**config.mk**
```make
export PLATFORM = sky130hd
export DESIGN_NAME = redmule_castout_packer
export DESIGN_NICKNAME = d
export VERILOG_FILES = /design/src/rtl/redmule_castout_packer.sv
export SDC_FILE = /design/constraint.sdc
export NUM_CORES = 1
export LEC_CHECK = 0
export ABC_AREA = 1
export CELL_PAD_IN_SITES_DETAIL_PLACEMENT = 0
export CELL_PAD_IN_SITES_GLOBAL_PLACEMENT = 1
export CORE_ASPECT_RATIO = 1.25
export CORE_MARGIN = 1
export CORE_UTILIZATION = 35
export DETAILED_ROUTE_END_ITERATION = 10
export PLACE_DENSITY = 0.83
export SLEW_MARGIN = 30
export SYNTH_ARGS = -nofsm -noshare
export SYNTH_HDL_FRONTEND = slang
export SYNTH_SLANG_ARGS = --single-unit
```
**constraint.sdc**
```tcl
create_clock -name clk_i -period 2.35 [get_ports clk_i]
set_clock_uncertainty 0.15 [all_clocks]
set_input_delay 0.235 -clock clk_i [delete_from_list [all_inputs] [get_ports clk_i]]
set_output_delay 0.235 -clock clk_i [all_outputs]
set_load 0.005 [all_outputs]
```
**src/rtl/redmule_castout_packer.sv**
```systemverilog
// redmule_castout_packer: output-cast stage between the Z-buffer drain and the
// streamer sink. Casts FP16 lanes to FP8 (E5M2, round-to-nearest-even) and packs
// two half-width cast results into one dense beat, or passes beats through.
module redmule_castout_packer #(
  parameter int unsigned DW      = 256,
  parameter int unsigned LANE_W  = 16,
  parameter int unsigned N_LANES = DW / LANE_W
) (
  input  logic            clk_i,
  input  logic            rst_ni,
  input  logic            clear_i,
  input  logic            cast_i,
  input  logic            in_valid_i,
  output logic            in_ready_o,
  input  logic [DW-1:0]   in_data_i,
  input  logic            in_last_i,
  output logic            out_valid_o,
  input  logic            out_ready_i,
  output logic [DW-1:0]   out_data_o,
  output logic [DW/8-1:0] out_strb_o,
  output logic            out_last_o
);

  localparam int unsigned HW  = DW / 2;   // width of one packed cast vector
  localparam int unsigned SW  = DW / 8;   // strobe width
  localparam int unsigned HSW = DW / 16;  // strobe bits covering one half

  typedef enum logic {EMPTY, HALF} state_e;

  state_e            state_reg, state_next;
  logic [HW-1:0]     half_reg, half_next;
  logic              out_valid_reg, out_valid_next;
  logic [DW-1:0]     out_data_reg, out_data_next;
  logic [SW-1:0]     out_strb_reg, out_strb_next;
  logic              out_last_reg, out_last_next;
  logic [HW-1:0]     cast_vec;
  logic              out_free;
  logic              flush_stall;
  logic              accept;

  // FP16 -> FP8 E5M2: truncate to {e, m[9:8]} and round to nearest even. The
  // rounding carry ripples into the exponent, so 30/max rounds up to Inf.
  function automatic logic [7:0] cast_lane(input logic [15:0] x);
    logic       rnd;
    logic [6:0] mag;
    rnd = x[7] & ((|x[6:0]) | x[8]);
    mag = x[14:8] + {6'b0, rnd};
    if (x[14:10] == 5'h1F && x[9:0] != 10'h0)
      return {x[15], 7'h7E};  // canonical quiet NaN, sign kept
    return {x[15], mag};
  endfunction

  for (genvar gi = 0; gi < N_LANES; gi++) begin : g_lane
    assign cast_vec[gi*8 +: 8] = cast_lane(in_data_i[gi*LANE_W +: LANE_W]);
  end

  // A passthrough beat cannot follow a pending half directly: the half is
  // flushed on its own first, and the passthrough beat waits.
  assign out_free    = ~out_valid_reg | out_ready_i;
  assign flush_stall = (state_reg == HALF) & in_valid_i & ~cast_i;
  assign in_ready_o  = ~clear_i & out_free & ~flush_stall;
  assign accept      = in_valid_i & in_ready_o;

  // Next-state: pack FSM, half register and output register load/drain.
  always_comb begin
    state_next     = state_reg;
    half_next      = half_reg;
    out_valid_next = out_valid_reg;
    out_data_next  = out_data_reg;
    out_strb_next  = out_strb_reg;
    out_last_next  = out_last_reg;
    if (clear_i) begin
      state_next     = EMPTY;
      half_next      = '0;
      out_valid_next = 1'b0;
      out_data_next  = '0;
      out_strb_next  = '0;
      out_last_next  = 1'b0;
    end else begin
      if (out_valid_reg && out_ready_i)
        out_valid_next = 1'b0;
      if (flush_stall && out_free) begin
        out_valid_next = 1'b1;
        out_data_next  = {{HW{1'b0}}, half_reg};
        out_strb_next  = {{HSW{1'b0}}, {HSW{1'b1}}};
        out_last_next  = 1'b0;
        state_next     = EMPTY;
      end else if (accept) begin
        if (!cast_i) begin
          out_valid_next = 1'b1;
          out_data_next  = in_data_i;
          out_strb_next  = '1;
          out_last_next  = in_last_i;
        end else if (state_reg == HALF) begin
          out_valid_next = 1'b1;
          out_data_next  = {cast_vec, half_reg};
          out_strb_next  = '1;
          out_last_next  = in_last_i;
          state_next     = EMPTY;
        end else if (in_last_i) begin
          out_valid_next = 1'b1;
          out_data_next  = {{HW{1'b0}}, cast_vec};
          out_strb_next  = {{HSW{1'b0}}, {HSW{1'b1}}};
          out_last_next  = 1'b1;
        end else begin
          half_next  = cast_vec;
          state_next = HALF;
        end
      end
    end
  end

  // State and output registers with asynchronous reset.
  always_ff @(posedge clk_i or negedge rst_ni) begin
    if (!rst_ni) begin
      state_reg     <= EMPTY;
      half_reg      <= '0;
      out_valid_reg <= 1'b0;
      out_data_reg  <= '0;
      out_strb_reg  <= '0;
      out_last_reg  <= 1'b0;
    end else begin
      state_reg     <= state_next;
      half_reg      <= half_next;
      out_valid_reg <= out_valid_next;
      out_data_reg  <= out_data_next;
      out_strb_reg  <= out_strb_next;
      out_last_reg  <= out_last_next;
    end
  end

  assign out_valid_o = out_valid_reg;
  assign out_data_o  = out_data_reg;
  assign out_strb_o  = out_strb_reg;
  assign out_last_o  = out_last_reg;

endmodule

```
# After elaboration in Yosys (flattened, before gate mapping)
# Index checks and enable logic that the tools add are counted.
# classes
n_lt_le_gt_ge	0
bitwise_logic	42
div	0
n_addsub	16
reduce_logical	57
n_eq_ne	20
mul	0
n_mux	85
shift	0
# ops
operator	count
256-bit 2-to-1 mux	6
128-bit 2-to-1 mux	6
8-bit 2-to-1 mux	32
32-bit 2-to-1 mux	6
10-bit nonzero test	16
7-bit by 1-bit adder with 7-bit output	16
7-bit OR reduction	16
5-bit equality test (second input constant)	16
1-bit 2-to-1 mux	35
1-bit AND	21
1-bit logical AND	18
1-bit bitwise OR	17
2-bit != test (second input constant)	3
3-bit nonzero test	2
5-bit by 2-bit != test with 1-bit output (second input constant)	1
5-bit AND reduction	1
1-bit inverter	4
2-bit AND reduction	2
2-bit nonzero test	2
# word_totals
in_bits	263
n_memories	0
mem_bits_rw	0
ff_bits	419
elab_cells	226
out_inout_bits	291
latch_bits	0
rom_bits	0

# Depth between registers and ports, before layout
# Gate-level depths: netlist of the first run.
# logic_depth
ltp_word	11
mapped_depth	13
mapped_depth_nobuf	13

# Worst setup path before layout of the first run
# OpenSTA, ideal clock, no wires.
# synth_timing
path_type	register to register
from	reg out_valid_reg (netlist: out_valid_o)
to	reg half_reg[106]
setup_slack_ps	468
arrival_ps	1606
synth_period_minus_slack_ps	1882
setup_time_ps	126
required_time_ps	2074
stages_incl_launch_ff	11
path_buffers	2
cell_sequence	dfrtp_1 > inv_1 > nor2_1 > nor2_1 > nand3_2 > nor2_2 > nor2_2 > inv_2 > buf_4 > buf_2 > o21ai_0
# synth_via
elab_chain_len	7
# synth_rtl
element	line	text
start, declared	32	logic out_valid_reg, out_valid_next;
start signal, assigned	125	out_valid_reg <= out_valid_next;
1-bit inverter (*)	59	assign out_free = ~out_valid_reg | out_ready_i;
1-bit bitwise OR (*)	59	
1-bit AND (2 in series)	61	assign in_ready_o = ~clear_i & out_free & ~flush_stall;
1-bit AND	62	assign accept = in_valid_i & in_ready_o;
2-bit nonzero test (no line)	n/a	
5-bit AND reduction (no line) (*)	n/a	
end signal, assigned	124	half_reg <= half_next;
end, declared	31	logic [HW-1:0] half_reg, half_next;
# Every way passes the cells marked *; elsewhere a longest branch is shown, timed or not.
# A chain may end at the register's enable or synchronous reset.

==> results of run 1 <==
-- Yosys cell counts, drive strengths merged --
master     n  area [um2]
nand4     10       77.57
a22o      16       140.1
o21ai    233        1166
a21oi    193       965.9
nor3      13       65.06
a21boi    60       450.4
buf      118       686.9
nand3b     2       15.01
ha        16       200.2
nand2   1426        5355
o22ai     53       331.6
or2        2       12.51
nor2     235       892.1
clkinv     1       3.750
dfrtp    389        9734
a22oi     28       210.2
nand3    167       845.8
clkbuf   101       379.1
xor2      21       183.9
xnor2     26       227.7
inv      300        1126
-- area by class of cell --
type	count	area [um2]	area share, %
diodes	6	15.01	0.04613
well taps	848	1061	3.260
flip-flops and latches	389	9737	29.92
clock inverters	15	209.0	0.6420
repair buffers	766	7836	24.08
clock buffers	66	1358	4.171
multi-input cells	2501	11180	34.35
inverters	301	1150	3.533
-- metal layers --
layer | up-vias | global-route usage [%] | share of wire, %
met2 | 954 | 51.87 | 48
li1 | 11930 | - | -
met4 | 0 | 13.68 | 4.5
met1 | 11750 | 38.93 | 40
met5 | - | 0 | 0
met3 | 174 | 5.433 | 7.1
-- final timing paths --
kind / startpoint / endpoint / slack [ps] / depth (start not counted)
setup / recovery: out_strb_o[15] / out_strb_o[6] / 200 / 1
hold / removal: rst_ni / out_data_o[219] / 30 / 2
setup reg to reg: state_reg / out_data_o[227] / 270 / 11
hold reg to reg: out_data_o[82] / out_data_o[82] / 330 / 2
max in group asynchronous: rst_ni / half_reg[40] / 1150 / 3
min in group clk_i: in_last_i / out_last_o / 100 / 3
-- power groups by stage --
stage	combinational [mW]	sequential, mW	clock, mW
floorplan	1.77	7.53	0
global placement	4.49	7.56	0
detailed placement	4.50	7.57	0
CTS	4.53	7.45	7.79
global route	4.92	7.50	8.04
finish	4.52	7.45	7.64
-- repair_timing --
item / CTS / global route
endpoints found under the hold margin: 363 / 0
buffers inserted: 1 / 0
setup endpoints to repair: 1 / 17
hold buffers: 2 / 0
resized for setup: 2 / 2
-- logic make-up after synthesis --
group	Yosys count	synth area share, %
XOR/XNOR	47	1.784
adder cells (fa/ha/maj)	16	0.8678
buffers and inverters	520	9.518
AND/OR/NAND/NOR	1855	31.48
AO/OA/AOI/OAI	583	14.15
flip-flops	389	42.20
-- metrics by stage --
stage	instance area [um2]	utilization [%]
floorplan	23070	-
global placement	30920	47.72
detailed placement	30920	47.72
CTS	32530	50.19
global route	32540	50.21
finish	32550	50.22
==> results.py, run 1 <==
metrics = {
    "status": {
        "status": "completed",
    },
    "worst_setup_path": {
        "crit_arrival_ps": 1760,
        "critical_path_buf_inv_count": 1,
        "slowest_delay_ps": 600,
        "crit_fanout": 17,
        "crit_chain": "clkdlybuf4s50_1",
        "critPathLaunchType": "flip-flop",
        "cp-end-kind": "output port",
        "cp_slowest_cell": "dfrtp_1",
        "cp_top_family": "flip-flops",
        "worstSetupPathType": "reg -> out",
        "critical_path_required_ps": 1970,
    },
    "route": {
        "drt_wl_total_um": 105100,
        "wire_per_inst_um": 21.47,
        "drt-initial-drc-count": 1903,
        "vias_per_cell": 5.070,
        "ant_nets": 0,
        "drc": 0,
        "vias": 24800,
        "drtPass1Iterations": 8,
    },
    "synth": {
        "ys_ff_latch": 389,
        "synth.distinct_cells": 30,
        "syn_inst": 3410,
        "synth_nets": 3689,
        "ys_warn_count": 0,
        "synth_area_mm2": 0.02307,
        "synth.avg_cell_area_um2": 6.765,
        "ys_seq_area_share_pct": 42.20,
    },
    "run": {
        "cap_viol_max_count": 0,
    },
    "power": {
        "internal_power_mw": 13.77,
        "p_leak_nw": 16.23,
        "power.density_mw_per_mm2": 602.7,
        "power_mw": 19.61,
        "p_clk_share_pct": 39.0,
        "seqPwrFrac_pct": 38.0,
        "p_sw_share_pct": 29.80,
        "power_frac_comb_pct": 23.0,
        "ir_worst_vdd_v": 0.0004422,
        "p_switching_mw": 5.846,
    },
    "grt": {
        "grt_pass1_vias": 24170,
        "grt_usage_pct": 30.94,
        "antenna_found_initial": 4,
        "overflow": 0,
        "grt_max_degree": 76,
        "grt_pass1_wl_um": 155300,
    },
    "finish": {
        "final_cells": 4892,
        "syn2layout_area_growth_pct": 41.07,
        "largest_register_ffs": 256,
        "final_net_count": 4283,
        "layout_common_cells": "nand2_1 (1424), clkdlybuf4s50_1 (550), dfrtp_1 (387)",
        "nFillCells": 6542,
        "final_common_cell": "nand2_1",
        "drive_gt1_share_pct": 7.603,
    },
    "min_path": {
        "hold_class": "in -> async",
    },
    "clocking": {
        "htreeDepth": 2,
        "cts_tree": "built",
        "clock_tree.root_cell": "clkbuf_16",
        "worstSkewPairLatency_ps": 590,
        "clock_sinks": 389,
        "cts.clk_slew.worst_paths_ps": 60,
        "cts_buffer_depth": 3,
        "numCtsBuffers": 45,
    },
    "die": {
        "std_cell_rows": 104,
        "die_h_um": 289.0,
        "ioPinCount": 554,
        "dieArea_mm2": 0.06695,
        "initial_core_util_pct": 35.60,
        "die_w_um": 231.6,
        "core-area_mm2": 0.06480,
    },
    "placement": {
        "gp_congestion": 0.9465,
        "dp_cells": 4802,
        "dp_hpwl_um": 78020,
        "dp_slack_ps": -164.9,
        "io_buffer_count": 553,
    },
    "timing": {
        "min_period_ps": 2145,
        "setup_viol": 0,
        "hold_viol_final": 0,
        "fin_crit_sh_pct": 91.28,
        "max_freq_mhz": 466.2,
        "setup_tns_ps": 0,
        "slew_violations": 0,
        "worst_pin_slew_ps": 681.8,
        "hold_ws_ps": 33.69,
        "rsz0062_at_grt": "no",
        "setup_slack_ps": 204.8,
        "max_slew_margin_pct": 54.55,
    },
}
(Power assumes the default switching activity.)
==> run 2, diff against run 1 <==
--- a/config.mk
+++ b/config.mk
@@ -10,9 +10,10 @@
 export CELL_PAD_IN_SITES_GLOBAL_PLACEMENT = 1
 export CORE_ASPECT_RATIO = 1.25
 export CORE_MARGIN = 1
-export CORE_UTILIZATION = 35
+export CORE_UTILIZATION = 38
 export DETAILED_ROUTE_END_ITERATION = 10
-export PLACE_DENSITY = 0.83
+export PLACE_DENSITY = 0.89
+export SKIP_LAST_GASP = 1
 export SLEW_MARGIN = 30
 export SYNTH_ARGS = -nofsm -noshare
 export SYNTH_HDL_FRONTEND = slang
==> constraint.sdc (replaced) <==
create_clock -name clk_i -period 2.6 [get_ports clk_i]
set_clock_uncertainty 0.15 [all_clocks]
set_input_delay 0.26 -clock clk_i [delete_from_list [all_inputs] [get_ports clk_i]]
set_output_delay 0.26 -clock clk_i [all_outputs]
set_load 0.005 [all_outputs]
==> results.py, run 2 (same netlist as run 1, synthesis figures left out) <==
metrics = {
    "status": {
        "status": "completed",
    },
    "clocking": {
        "cts_buffer_depth": 3,
        "clock_sinks": 389,
        "cts_setup_buffers": 0,
        "clock_tree.root_cell": "clkbuf_16",
        "cts_tree": "built",
        "cts.clk_slew.worst_paths_ps": 60,
        "worstSkewPairLatency_ps": 600,
        "hold_buffers": 2,
        "htreeDepth": 2,
        "numCtsBuffers": 45,
        "cts_resized": 0,
    },
    "worst_setup_path": {
        "critPathLaunchType": "flip-flop",
        "worstSetupPathType": "reg -> out",
        "slowest_delay_ps": 520,
        "crit_arrival_ps": 2060,
        "cp-end-kind": "output port",
        "critical_path_required_ps": 2190,
        "crit_fanout": 6,
        "crit_chain": "nand3_2 > inv_1 > nor3_1 > clkdlybuf4s50_1",
        "cp_slowest_cell": "clkdlybuf4s50_1",
    },
    "timing": {
        "slew_violations": 0,
        "setup_viol": 0,
        "rsz0062_at_grt": "no",
        "min_period_ps": 2471,
        "max_slew_margin_pct": 45.22,
        "setup_tns_ps": 0,
        "fin_crit_sh_pct": 95.02,
        "hold_viol_final": 0,
        "worst_pin_slew_ps": 821.7,
        "max_freq_mhz": 404.8,
    },
    "power": {
        "ir_worst_vdd_v": 0.0004577,
        "power.density_mw_per_mm2": 543.5,
        "p_leak_nw": 15.65,
    },
    "route": {
        "drt_wl_total_um": 101400,
        "ant_nets": 0,
        "drt-initial-drc-count": 2180,
        "drc": 0,
        "vias_per_cell": 5.257,
        "drtPass1Iterations": 7,
        "wire_per_inst_um": 21.49,
        "vias": 24810,
    },
    "finish": {
        "syn2layout_area_growth_pct": 36.13,
        "layout_common_cells": "nand2_1 (1424), clkdlybuf4s50_1 (551), dfrtp_1 (389)",
        "fin_area_mm2": 0.03140,
        "largest_register_ffs": 256,
        "drive_gt1_share_pct": 5.275,
        "final_net_count": 4187,
        "final_common_cell": "nand2_1",
    },
    "die": {
        "die_w_um": 222.4,
        "core-area_mm2": 0.05981,
        "die_h_um": 277.5,
        "dieArea_mm2": 0.06170,
        "ioPinCount": 554,
        "std_cell_rows": 100,
        "initial_core_util_pct": 38.57,
    },
    "grt": {
        "overflow": 0,
        "grt_pass1_wl_um": 150900,
        "grt_usage_pct": 32.26,
        "grt_pass1_vias": 23800,
        "antenna_found_initial": 14,
        "grt_max_degree": 115,
    },
    "placement": {
        "gp_congestion": 0.9325,
        "placed_cell_area_mm2": 0.02989,
        "dp_hpwl_um": 73610,
        "io_buffer_count": 553,
    },
    "run": {
        "cap_viol_max_count": 0,
    },
    "min_path": {
        "hold_class": "in -> async",
    },
}
[run 2: cell types whose count changed in the layout (fill, tap and decap cells not counted), sizes merged]
cell,change
buf,-96
bufinv,-5
clkbuf,+4
clkdlybuf4s50,+1
clkinv,+4
clkinvlp,-2
diode,+6
dlymetal6s2s,-1
[run 2: per-layer routing]
metal	vias up	wire length, um	share of wire (%)	global-route usage, %
met1	11730	40450	40	40.50
met3	219	7797	7.7	5.963
li1	11740	-	-	-
met2	1129	47720	47	52.87
met5	-	20	0.020	0
met4	4	5456	5.4	16.59
[run 2: worst paths after layout]
path                                 start         endpoint  slack, ps  cells past startpoint
min in group clk_i               in_last_i       out_last_o        120                      3
min reg2reg                out_data_o[148]  out_data_o[148]        330                      2
min                                 rst_ni  out_data_o[181]         40                      2
max in group asynchronous           rst_ni     half_reg[12]       1450                      3
max                              state_reg       in_ready_o        130                      4
max reg2reg                      state_reg   out_data_o[63]        310                      8
[run 2: layout make-up]
cell class                      count  area (um2)
Fill cell                        5883       28400
Multi-Input combinational cell   2501       11170
Clock buffer                       70        1393
Timing Repair Buffer              670        6900
Sequential cell                   389        9734
Tap cell                          765       957.2
Inverter                          301        1150
Clock inverter                     12       67.56
Antenna cell                       12       30.03
[run 2: critical path, delay by kind of cell (launching register included)]
family / cells / cell delay, ps
and+or+nand+nor: 2 / 360
DFF: 1 / 510
buffers and inverters: 2 / 600
[run 2: stage by stage]
stage          util [%]  std cells  power [mW]  hold WS, ps  worst slack, ps
2_1_floorplan         -       3410       8.406       -185.6            717.8
3_3_place_gp      49.98       4624       10.67        74.75            87.63
3_5_place_dp      49.98       4624       10.69        72.73            42.52
4_1_cts           52.46       4708       17.16        57.96            92.18
5_1_grt           52.50       4719       17.79        85.01            39.57
6_report          52.51       4720       17.07        36.83            129.4
[run 2: power breakdown]
group / total (mW) / switching, mW / internal (mW)
clock: 6.45 / 2.78 / 3.67
combinational: 3.88 / 2.14 / 1.74
sequential: 6.74 / 0.269 / 6.47
==> run 3, diff against run 2 <==
==> constraint.sdc (replaced) <==
create_clock -name clk_i -period 2.95 [get_ports clk_i]
set_clock_uncertainty 0.15 [all_clocks]
set_input_delay 0.295 -clock clk_i [delete_from_list [all_inputs] [get_ports clk_i]]
set_output_delay 0.295 -clock clk_i [all_outputs]
set_load 0.005 [all_outputs]
==> results.py, run 3 (same netlist as run 1, synthesis figures left out) <==
metrics = {
    "status": {
        "status": "completed",
    },
    "worst_setup_path": {
        "cp-end-kind": "output port",
        "critical_path_required_ps": 2510,
        "r2r-start": "state_reg",
        "critPathLaunchType": "flip-flop",
        "crit_arrival_ps": 2050,
        "ff2ff_setup_slack_ps": 560,
        "reg2regPathDepth": 8,
        "reg2reg_to": "out_data_o[15]",
        "worstSetupPathType": "reg -> out",
        "crit_fanout": 6,
    },
    "grt": {
        "antenna_found_initial": 10,
        "grt_pass1_vias": 23310,
        "grt_max_degree": 115,
        "overflow": 0,
        "grt_usage_pct": 32.26,
        "grt_pass1_wl_um": 150300,
    },
    "finish": {
        "syn2layout_area_growth_pct": 34.17,
        "layout_common_cells": "nand2_1 (1424), clkdlybuf4s50_1 (551), dfrtp_1 (389)",
        "fin_area_mm2": 0.03095,
        "final_common_cell": "nand2_1",
        "fin_util_pct": 51.75,
        "final_net_count": 4136,
        "largest_register_ffs": 256,
        "drive_gt1_share_pct": 4.032,
        "final_cells": 4666,
    },
    "timing": {
        "worst_pin_slew_ps": 911.6,
        "setup_tns_ps": 0,
        "slew_violations": 0,
        "min_period_ps": 2496,
        "fin_crit_sh_pct": 84.60,
        "setup_viol": 0,
        "hold_viol_final": 0,
        "max_slew_margin_pct": 39.23,
        "max_freq_mhz": 400.7,
        "rsz0062_at_grt": "no",
    },
    "min_path": {
        "hold_depth": 4,
        "hold_path_end": "out_data_o[141]",
        "min_from": "cast_i",
        "hold_class": "in -> reg",
    },
    "placement": {
        "placed_cell_area_mm2": 0.02940,
        "dp_cells": 4573,
        "io_buffer_count": 553,
        "dp_hpwl_um": 72630,
        "gp_congestion": 0.9252,
    },
    "route": {
        "drc": 0,
        "vias": 24520,
        "drtPass1Iterations": 5,
        "ant_nets": 0,
        "wire_per_inst_um": 21.74,
        "vias_per_cell": 5.255,
        "drt_wl_total_um": 101500,
        "drt-initial-drc-count": 2496,
    },
    "die": {
        "dieArea_mm2": 0.06170,
        "die_h_um": 277.5,
        "core-area_mm2": 0.05981,
        "ioPinCount": 554,
        "std_cell_rows": 100,
        "initial_core_util_pct": 38.57,
        "die_w_um": 222.4,
    },
    "clocking": {
        "numCtsBuffers": 46,
        "cts.clk_slew.worst_paths_ps": 60,
        "htreeDepth": 2,
        "clock_tree.root_cell": "clkbuf_16",
        "cts_setup_buffers": 0,
        "clock_sinks": 389,
        "cts_buffer_depth": 3,
        "cts_resized": 0,
        "cts_tree": "built",
        "worstSkewPairLatency_ps": 580,
    },
    "power": {
        "power.density_mw_per_mm2": 491.0,
        "p_leak_nw": 15.38,
        "ir_worst_vdd_v": 0.0003778,
    },
    "run": {
        "cap_viol_max_count": 0,
    },
}
==> run 3: cell count changes in the layout (fill, tap and decap cells not counted), moves of 2 or more <==
cell / before / now
buf_4: 77 / 34
buf_12: 38 / 29
diode_2: 12 / 7
clkbuf_1: 10 / 13
clkbuf_16: 47 / 49
clkbuf_8: 13 / 11
clkinv_2: 10 / 8
clkinvlp_4: 0 / 2
==> run 3: worst max-delay path by stage <==
stage,start,endpoint,slack [ps]
after CTS,state_reg,in_ready_o,430
final,state_reg,in_ready_o,450
after floorplan,out_valid_o,half_reg[106],1070
after global routing,state_reg,in_ready_o,370
after global placement,in_valid_i,out_data_o[7],240
after detailed placement,in_valid_i,out_data_o[47],220
==> run 3: worst max-delay path, cell delays in order (launching register included) <==
cell and delay [ps]:
dfrtp_1 480, nand3_2 210, inv_1 80, nor3_1 160
clkdlybuf4s50_1 540
==> run 3: per-layer routing <==
metal | track usage [%] | wire length (um) | vias to the layer above
met2 | 52.01 | 47330 | 1129
met1 | 41.46 | 41200 | 11540
li1 | - | - | 11630
met5 | 0 | 26 | -
met4 | 16.57 | 5425 | 4
met3 | 5.603 | 7473 | 211
==> run 3: final cells by class <==
| cell class | count | area, um2 |
|---|---|---|
| timing repair buffer | 618 | 6399 |
| multi-input combinational | 2501 | 11170 |
| clock inverter | 12 | 96.34 |
| antenna | 7 | 17.52 |
| sequential | 389 | 9734 |
| clock buffer | 73 | 1426 |
| fill | 5956 | 28860 |
| tap | 765 | 957.2 |
| inverter | 301 | 1150 |
==> run 3: per-stage QoR <==
step                      total power, mW  hold WS (ps)  worst slack [ps]
after detailed placement            9.386         118.2             224.3
after CTS                           15.28         21.65             428.3
final                               15.20         44.19             454.2
after floorplan                     7.409        -150.6              1068
after global routing                15.77         58.15             366.1
after global placement              9.375         118.8             243.5
==> run 3: what timing repair did <==
item | 4_1_cts | 5_1_grt
endpoints found under the hold margin | 193 | 0
hold buffers | 1 | 0
setup endpoints to repair | 0 | 0
==> run 3: report_power, final <==
group / total, mW / switching, mW / internal, mW
Combinational: 3.38 / 1.89 / 1.49
Clock: 5.87 / 2.47 / 3.40
Sequential: 5.94 / 0.241 / 5.70
Total: 15.2 / 4.60 / 10.6
